$ cat src/rtl/fetch_unit.sv
// -----------------------------------------------------------------------------
// fetch_unit
//   Instruction-fetch stage sitting directly in front of a read-only
//   instruction memory. Owns the program counter, presents the word address to
//   memory, captures the returned word into an IF/ID register and offers it to
//   decode through a valid/ready handshake. Taken branches/jumps redirect the
//   PC and flush the in-flight slot; a misaligned redirect target halts fetch
//   with a sticky fault until the next reset.
//
// Ports
//   clk, rst_n      clock, asynchronous active-low reset
//   imemAddr   out  word address to instruction memory (pc[R+1:2])
//   imemData   in   instruction word returned combinationally for imemAddr
//   redirect   in   load redirectPC this cycle
//   redirectPC in   redirect target byte address
//   outValid   out  instr/pcOut/pcPlus4 hold a valid instruction
//   outReady   in   decode accepts the instruction this cycle
//   instr      out  fetched instruction
//   pcOut      out  byte address of instr
//   pcPlus4    out  pcOut + 4 (wraps modulo 2**32)
//   fault      out  sticky misaligned-redirect flag; fetch halted
//   fetchCount out  instructions handed to decode (saturating)
//   stallCount out  RUN cycles with outValid=1, outReady=0, redirect=0
//
// Build option
//   FETCH_PERF_EN   when defined, fetchCount/stallCount counters are built;
//                   otherwise both outputs are tied to zero.
// -----------------------------------------------------------------------------
module fetch_unit #(
   parameter int          N        = 32,
   parameter int          R        = 6,
   parameter logic [31:0] RESET_PC = 32'h0000_0000
) (
   input  logic          clk,
   input  logic          rst_n,
   output logic [R-1:0]  imemAddr,
   input  logic [N-1:0]  imemData,
   input  logic          redirect,
   input  logic [31:0]   redirectPC,
   output logic          outValid,
   input  logic          outReady,
   output logic [N-1:0]  instr,
   output logic [31:0]   pcOut,
   output logic [31:0]   pcPlus4,
   output logic          fault,
   output logic [31:0]   fetchCount,
   output logic [31:0]   stallCount
);

   typedef enum logic [1:0] {
      IDLE = 2'd0,
      RUN  = 2'd1,
      HALT = 2'd2
   } state_e;

   state_e        state_q, state_d;
   logic [31:0]   pc_q, pc_d;
   logic          out_valid_q, out_valid_d;
   logic [N-1:0]  instr_q, instr_d;
   logic [31:0]   pc_out_q, pc_out_d;
   logic [31:0]   pc_plus4_q, pc_plus4_d;
   logic          fault_q, fault_d;

   // NOTE: every signal written here gets a default first so no path leaves
   // it unassigned; a missing default would infer a latch.
   always_comb begin
      state_d     = state_q;
      pc_d        = pc_q;
      out_valid_d = out_valid_q;
      instr_d     = instr_q;
      pc_out_d    = pc_out_q;
      pc_plus4_d  = pc_plus4_q;
      fault_d     = fault_q;

      unique case (state_q)
         IDLE: state_d = RUN;

         RUN: begin
            if (redirect && (redirectPC[1:0] != 2'b00)) begin
               fault_d     = 1'b1;
               out_valid_d = 1'b0;
               state_d     = HALT;
            end else if (redirect) begin
               // Flush wins over a stall: the held instruction is dropped.
               pc_d        = redirectPC;
               out_valid_d = 1'b0;
            end else if (!out_valid_q || outReady) begin
               instr_d     = imemData;
               pc_out_d    = pc_q;
               pc_plus4_d  = pc_q + 32'd4;
               out_valid_d = 1'b1;
               pc_d        = pc_q + 32'd4;
            end
         end

         HALT: out_valid_d = 1'b0;

         default: state_d = IDLE;
      endcase
   end

   // NOTE: sequential state uses non-blocking assignments so every flop
   // samples the pre-edge values regardless of statement order.
   always_ff @(posedge clk or negedge rst_n) begin
      if (!rst_n) begin
         state_q     <= IDLE;
         pc_q        <= RESET_PC;
         out_valid_q <= 1'b0;
         instr_q     <= '0;
         pc_out_q    <= '0;
         pc_plus4_q  <= '0;
         fault_q     <= 1'b0;
      end else begin
         state_q     <= state_d;
         pc_q        <= pc_d;
         out_valid_q <= out_valid_d;
         instr_q     <= instr_d;
         pc_out_q    <= pc_out_d;
         pc_plus4_q  <= pc_plus4_d;
         fault_q     <= fault_d;
      end
   end

`ifdef FETCH_PERF_EN
   logic [31:0] fetch_count_q, fetch_count_d;
   logic [31:0] stall_count_q, stall_count_d;
   logic        transfer;
   logic        stall;

   // A transfer on a redirect edge still counts: decode took the word.
   assign transfer = (state_q == RUN) && out_valid_q && outReady;
   assign stall    = (state_q == RUN) && out_valid_q && !outReady && !redirect;

   always_comb begin
      fetch_count_d = fetch_count_q;
      stall_count_d = stall_count_q;
      if (transfer && (fetch_count_q != 32'hFFFF_FFFF))
         fetch_count_d = fetch_count_q + 32'd1;
      if (stall && (stall_count_q != 32'hFFFF_FFFF))
         stall_count_d = stall_count_q + 32'd1;
   end

   always_ff @(posedge clk or negedge rst_n) begin
      if (!rst_n) begin
         fetch_count_q <= '0;
         stall_count_q <= '0;
      end else begin
         fetch_count_q <= fetch_count_d;
         stall_count_q <= stall_count_d;
      end
   end

   assign fetchCount = fetch_count_q;
   assign stallCount = stall_count_q;
`else
   assign fetchCount = 32'd0;
   assign stallCount = 32'd0;
`endif

   assign imemAddr = pc_q[R+1:2];
   assign outValid = out_valid_q;
   assign instr    = instr_q;
   assign pcOut    = pc_out_q;
   assign pcPlus4  = pc_plus4_q;
   assign fault    = fault_q;

endmodule

$ cat config.mk
export PLATFORM = sky130hd
export DESIGN_NAME = fetch_unit
export DESIGN_NICKNAME = d
export VERILOG_FILES = /design/src/rtl/fetch_unit.sv
export SDC_FILE = /design/constraint.sdc
export NUM_CORES = 1
export LEC_CHECK = 0
export ABC_AREA = 1
export CAP_MARGIN = 20
export CORE_ASPECT_RATIO = 0.5
export CORE_MARGIN = 1
export CORE_UTILIZATION = 49
export DETAILED_ROUTE_END_ITERATION = 10
export HOLD_SLACK_MARGIN = 0.1
export PLACE_DENSITY = 0.86
export REMOVE_ABC_BUFFERS = 1
export SLEW_MARGIN = 20
export SYNTH_ARGS = -nofsm -noshare
export SYNTH_HDL_FRONTEND = slang
export SYNTH_SLANG_ARGS = --single-unit
$ cat constraint.sdc
create_clock -name clk -period 2.5 [get_ports clk]
set_input_delay 0.5 -clock clk [delete_from_list [all_inputs] [get_ports clk]]
set_output_delay 0.5 -clock clk [all_outputs]
set_load 0.02 [all_outputs]
Yosys cells after proc, flatten, opt, wreduce, memory -nomap -nowiden
Index checks and enable logic that the tools add are counted.

word-level totals
  flip-flop bits (word level) = 132
  input port bits = 68
  output and inout bits = 168
  word-level logic and storage cells = 35

operators by class
  add/subtract/negate cells = 1
  equal/unequal tests = 4
  muxes and demuxes = 8
  bitwise logic cells = 3
  reductions and logical operators = 12

operators by type and width
  kind                                                                   count
  32-bit two-way mux                                                     2
  32-bit by 3-bit adder with 32-bit output, second input constant        1
  2-bit one-hot mux with 3 select lines                                  1
  2-bit AND reduction                                                    3
  2-bit nonzero test                                                     3
  4-bit != test, second input constant                                   1
  4-bit AND reduction                                                    1
  1-bit two-way mux                                                      3
  1-bit inverter                                                         3
  3-bit AND reduction                                                    1
  2-bit by 1-bit equality test with 1-bit output, second input constant  1
  2-bit equality test, second input constant                             1
  2-bit zero test                                                        1
  2-bit two-way mux                                                      1
  2-bit != test, second input constant                                   1
  1-bit one-hot mux with 2 select lines                                  1
  1-bit logical AND                                                      1
  1-bit zero test                                                        1
  1-bit logical OR                                                       1

Longest topological paths before layout
  depth after elaboration = 6
  gate-level depth with buffers = 12
  mapped depth without buffers = 10

Least setup slack after synthesis
Ideal clock, no wire load.

  path type = reg-to-reg
  from = register state_q[1]
  to = register pc_q[25]
  library setup time = 0.116 ns
  data arrival time = 1.381 ns
  data required time = 2.384 ns
  setup slack = 1.003 ns
  cell stages (with the launch flop) = 12
  path buffers = 2
  period minus slack after synthesis = 1.497 ns
  path through = dfrtp_1 inv_1 ha_1 inv_1 nor2_4 o21ai_4 nand2_4 inv_2 buf_6 buf_2 nand2_1 nand2_1

on the way
  cells in the longest elaborated chain, start to end = 2

RTL lines
  item                                            line  RTL
  from (decl)                                     56    state_e state_q, state_d;
  from (signal assigned)                          114   state_q <= state_d;
  2-bit by 1-bit equality test with 1-bit output  75    unique case (state_q)
  3-bit AND reduction (no source line)            --
  to (signal assigned)                            115   pc_q <= pc_d;
  to (decl)                                       57    logic [31:0] pc_q, pc_d;

Every way passes these cells.
A chain may end at the register's enable or synchronous reset.

Final worst setup path
  from = register pc_q[4]
  to = output imemAddr[2]

RTL lines
  item       line  RTL
  to (decl)  36    output logic [R-1:0] imemAddr,

No word-level cell between the ends.

==> report_table.html <==
<table>
<tr><th>Metric</th><th>Value</th></tr>
<tr><th colspan="2">Status</th></tr>
<tr><td>Result of the run</td><td>complete, but fails checks</td></tr>
<tr><td>Violations in the final reports</td><td>design-rule violations</td></tr>
<tr><th colspan="2">Routing</th></tr>
<tr><td>DR pass1 iterations</td><td>10</td></tr>
<tr><td>Via count normalized by instance count</td><td>about 5.0</td></tr>
<tr><td>Wire length reported by the detailed router</td><td>16900 µm</td></tr>
<tr><td>Starting DRT DRC Count</td><td>493</td></tr>
<tr><td>Total DRC errors in the routed layout</td><td>14</td></tr>
<tr><td>Antenna-violating nets left</td><td>0</td></tr>
<tr><td>Wire length per cell after detailed routing</td><td>~14 µm</td></tr>
<tr><td>Total number of vias</td><td>5910</td></tr>
<tr><th colspan="2">STA</th></tr>
<tr><td>Slew @ Worst Pin</td><td>524 ps</td></tr>
<tr><td>Worst clock skew on the final layout</td><td>12.7 ps</td></tr>
<tr><td>Post-route worst hold slack</td><td>476 ps</td></tr>
<tr><td>Maximum frequency from static timing analysis</td><td>0.494 GHz</td></tr>
<tr><td>Setup repair after global routing missed its margin</td><td>no</td></tr>
<tr><td>Slew HR</td><td>65.1%</td></tr>
<tr><td>Number of max-slew violations in the final report</td><td>0</td></tr>
<tr><td>Final Hold Vio Count</td><td>0</td></tr>
<tr><td>Final worst setup slack</td><td>477 ps</td></tr>
<tr><td>Number of setup violations in the final report</td><td>0</td></tr>
<tr><td>Final worst-path cycle share</td><td>80.9%</td></tr>
<tr><td>Final Critical Period</td><td>a little over 2000 ps</td></tr>
<tr><th colspan="2">GRT</th></tr>
<tr><td>Global route overflow</td><td>0</td></tr>
<tr><td>Busiest metal layer after global routing</td><td>met2</td></tr>
<tr><td>Met1 routing resource usage after global routing</td><td>between 30% and 40%</td></tr>
<tr><td>Antenna violations before repair</td><td>0</td></tr>
<tr><td>All-layer global routing usage</td><td>between 20% and 30%</td></tr>
<tr><td>M2 GR Usage</td><td>42.9%</td></tr>
<tr><td>Via count of the first global-routing pass</td><td>slightly below 6000</td></tr>
<tr><td>First-pass GRT wire length</td><td>between 20000 and 30000 µm</td></tr>
<tr><td>Maximum number of pins on one net before global-route repair</td><td>86</td></tr>
<tr><td>Met3 Track Usage GR</td><td>4.24%</td></tr>
<tr><th colspan="2">Power</th></tr>
<tr><td>Power per standard cell area</td><td>1280 nW/µm²</td></tr>
<tr><td>Pleak</td><td>about 4.3 nW</td></tr>
<tr><td>Post-route total power</td><td>11.3 mW</td></tr>
<tr><td>Maximum ir drop on the vdd rail</td><td>596 µV</td></tr>
<tr><th colspan="2">Synth</th></tr>
<tr><td>Count of state elements after synthesis</td><td>130</td></tr>
<tr><td>Yosys warning count</td><td>0</td></tr>
<tr><td>Post-synthesis area per instance</td><td>7.82 µm²</td></tr>
<tr><td>Synth unique cells</td><td>30</td></tr>
<tr><td>Share of flip-flops with an asynchronous set or reset</td><td>100%</td></tr>
<tr><td>Most used flip-flop cell after synthesis</td><td>sky130_fd_sc_hd__dfrtp_1</td></tr>
<tr><td>Proportion of synthesized chip area in sequential cells</td><td>49.0%</td></tr>
<tr><td>Number of flops mapped to enable cells by yosys</td><td>0</td></tr>
<tr><td>Post-Syn Area</td><td>approximately 6600 µm²</td></tr>
<tr><td>Syn Inst Count</td><td>848</td></tr>
<tr><th colspan="2">Worst setup path</th></tr>
<tr><td>Maximum fanout count along the critical path</td><td>7</td></tr>
<tr><td>List of cells traversed by the critical path</td><td>clkdlybuf4s50_1</td></tr>
<tr><td>Family with the most delay on the worst path</td><td>buffers and inverters</td></tr>
<tr><td>CP required</td><td>2000 ps</td></tr>
<tr><td>CP endpoint kind</td><td>output port</td></tr>
<tr><td>Delay of the slowest cell on the worst path</td><td>650 ps</td></tr>
<tr><td>Slowest cell on the critical path</td><td>sky130_fd_sc_hd__clkdlybuf4s50_1</td></tr>
<tr><td>Buffering stage count on the worst path with inverters included</td><td>1</td></tr>
<tr><td>Path type of the worst setup path</td><td>flop to output port</td></tr>
<tr><td>Data arrival time of the critical path</td><td>about 1500 ps</td></tr>
<tr><td>CP Launch Type</td><td>flop</td></tr>
<tr><th colspan="2">Floorplan</th></tr>
<tr><td>Top-level I/O count</td><td>236</td></tr>
<tr><td>Chip height</td><td>84.3 µm</td></tr>
<tr><td>Area of the die</td><td>14000 µm²</td></tr>
<tr><td>Die Span X</td><td>167 µm</td></tr>
<tr><td>Area of the core</td><td>around 13000 µm²</td></tr>
<tr><td>Cell row count</td><td>29</td></tr>
<tr><td>Starting density of the core</td><td>51.4%</td></tr>
<tr><th colspan="2">Final layout</th></tr>
<tr><td>Finished Core Util</td><td>68.0%</td></tr>
<tr><td>Commonest non-fill, non-tap cell in the layout</td><td>sky130_fd_sc_hd__nand2_1</td></tr>
<tr><td>Area Growth Syn to Fin</td><td>32.3%</td></tr>
<tr><td>N_diodes</td><td>0</td></tr>
<tr><td>Number of nets in the finished design</td><td>roughly 1100</td></tr>
<tr><td>Share of cells above drive strength 1</td><td>5.40%</td></tr>
<tr><td>Highest-count cells in the layout ignoring fill and taps</td><td>sky130_fd_sc_hd__nand2_1 (319), sky130_fd_sc_hd__clkdlybuf4s50_1 (170), sky130_fd_sc_hd__dfrtp_1 (130)</td></tr>
<tr><td>Non-filler instance count after layout</td><td>1189</td></tr>
<tr><th colspan="2">Place</th></tr>
<tr><td>HPWL Detailed</td><td>11800 µm</td></tr>
<tr><td>Placed Instances</td><td>1158</td></tr>
<tr><td>Post-Place Setup Slack</td><td>400 ps</td></tr>
<tr><td>RePlAce Congestion</td><td>0.874</td></tr>
<tr><td>Number of buffers inserted by port buffering</td><td>between 150 and 200</td></tr>
<tr><th colspan="2">Clock tree</th></tr>
<tr><td>Number of buffers on the longest clock path</td><td>2</td></tr>
<tr><td>Resized Gates After CTS</td><td>0</td></tr>
<tr><td>TritonCTS buffer count</td><td>17</td></tr>
<tr><td>Post-CTS Setup Inserts</td><td>0</td></tr>
<tr><td>Clock tree from TritonCTS</td><td>built</td></tr>
<tr><td>CTS sink cnt</td><td>130</td></tr>
<tr><td>Cell at the root of the clock tree</td><td>sky130_fd_sc_hd__clkbuf_16</td></tr>
<tr><td>Insertion delay of the later-clocked pin in the worst-skew pair</td><td>410 ps</td></tr>
<tr><td>Clock transition at the register clock pins on the worst setup and hold paths after CTS</td><td>roughly 60 ps</td></tr>
<tr><td>H-Tree Level Count</td><td>4</td></tr>
<tr><td>Hold_buf cts</td><td>1</td></tr>
<tr><th colspan="2">Run</th></tr>
<tr><td>Count of maximum capacitance violations</td><td>0</td></tr>
<tr><th colspan="2">Worst hold path</th></tr>
<tr><td>Class of the tightest hold or removal check</td><td>flop to flop</td></tr>
</table>
==> per-layer routing <==
metal	part of all wire [%]	up-vias
li1	-	2825
met2	49	278
met5	0	-
met1	42	2772
met4	2.5	0
met3	6.9	35
==> worst min-delay path: cells and delay by family (launching register included) <==
kind / cells / cell delay [ps]
flip-flops: 1 / 330
AND/OR/NAND/NOR: 2 / 110
==> synthesized netlist by cell type (2+ instances only) <==
master	instances	area share [%]
sky130_fd_sc_hd__inv_1	50	2.8
sky130_fd_sc_hd__o21ai_1	3	0.23
sky130_fd_sc_hd__a31oi_1	10	0.94
sky130_fd_sc_hd__ha_1	5	0.94
sky130_fd_sc_hd__buf_4	77	8.7
sky130_fd_sc_hd__o22ai_1	2	0.19
sky130_fd_sc_hd__a21oi_1	7	0.53
sky130_fd_sc_hd__nor2_4	4	0.68
sky130_fd_sc_hd__nor2_2	4	0.38
sky130_fd_sc_hd__buf_2	18	1.4
sky130_fd_sc_hd__xor2_1	9	1.2
sky130_fd_sc_hd__nand2_1	319	18
sky130_fd_sc_hd__clkbuf_1	7	0.40
sky130_fd_sc_hd__o211ai_1	5	0.57
sky130_fd_sc_hd__nor2_1	90	5.1
sky130_fd_sc_hd__dfrtp_1	130	49
sky130_fd_sc_hd__nand2_2	3	0.28
sky130_fd_sc_hd__buf_6	3	0.51
sky130_fd_sc_hd__o21ai_0	58	4.4
sky130_fd_sc_hd__nand3_1	34	2.6
==> final cells by class <==
class | instances | area [µm²]
fill | 964 | 4140
sequential | 130 | 3250
multi-input combinational | 624 | 2700
timing repair buffer | 183 | 1860
clock buffer | 26 | 519
tap | 170 | 213
inverter | 52 | 195
clock inverter | 4 | 47.5
==> path summary, 6_finish.rpt <==
| path | startpoint | endpoint | slack [ps] | depth (start not counted) |
|---|---|---|---|---|
| min | pcPlus4[22]$_DFFE_PN0P_ | pcPlus4[22]$_DFFE_PN0P_ | 480 | 2 |
| max in group asynchronous | rst_n | instr[20]$_DFFE_PN0P_ | 1200 | 3 |
| max | pc_q[4]$_DFFE_PN0P_ | imemAddr[2] | 480 | 1 |
| min in group asynchronous | rst_n | pcOut[3]$_DFFE_PN0P_ | 620 | 2 |
| min reg2reg | pcPlus4[22]$_DFFE_PN0P_ | pcPlus4[22]$_DFFE_PN0P_ | 480 | 2 |
| max reg2reg | pc_q[3]$_DFFE_PN0P_ | pc_q[12]$_DFFE_PN0P_ | 580 | 7 |
==> stage by stage <==
step | TNS (ps) | instance area [µm²]
2_1_floorplan | -69360 | 6140
3_3_place_gp | 0 | 8200
3_5_place_dp | 0 | 8200
4_1_cts | 0 | 8780
5_1_grt | 0 | 8780
6_report | 0 | 8780
==> kinds of logic after synthesis <==
| family | count (synthesis) | share of synthesized area, % |
|---|---|---|
| AO/OA/AOI/OAI | 89 | 7.49 |
| other | 1 | 0.0565 |
| flip-flops | 130 | 49.0 |
| buffers and inverters | 157 | 13.9 |
| adder cells (fa/ha/maj) | 5 | 0.943 |
| XOR/XNOR | 9 | 1.19 |
| AND/OR/NAND/NOR | 457 | 27.4 |
==> state kept, by name (all words and copies together) (netlist names) <==
signal	count
instr	32
pcOut	32
pc_q	32
pcPlus4	30
state_q	2
fault	1
outValid	1
==> where the power goes <==
group | internal, mW | switching (mW)
clock network | 1.51 | 0.854
registers | 3.07 | 0.701
logic | 2.15 | 2.98
(Power assumes the default switching activity.)
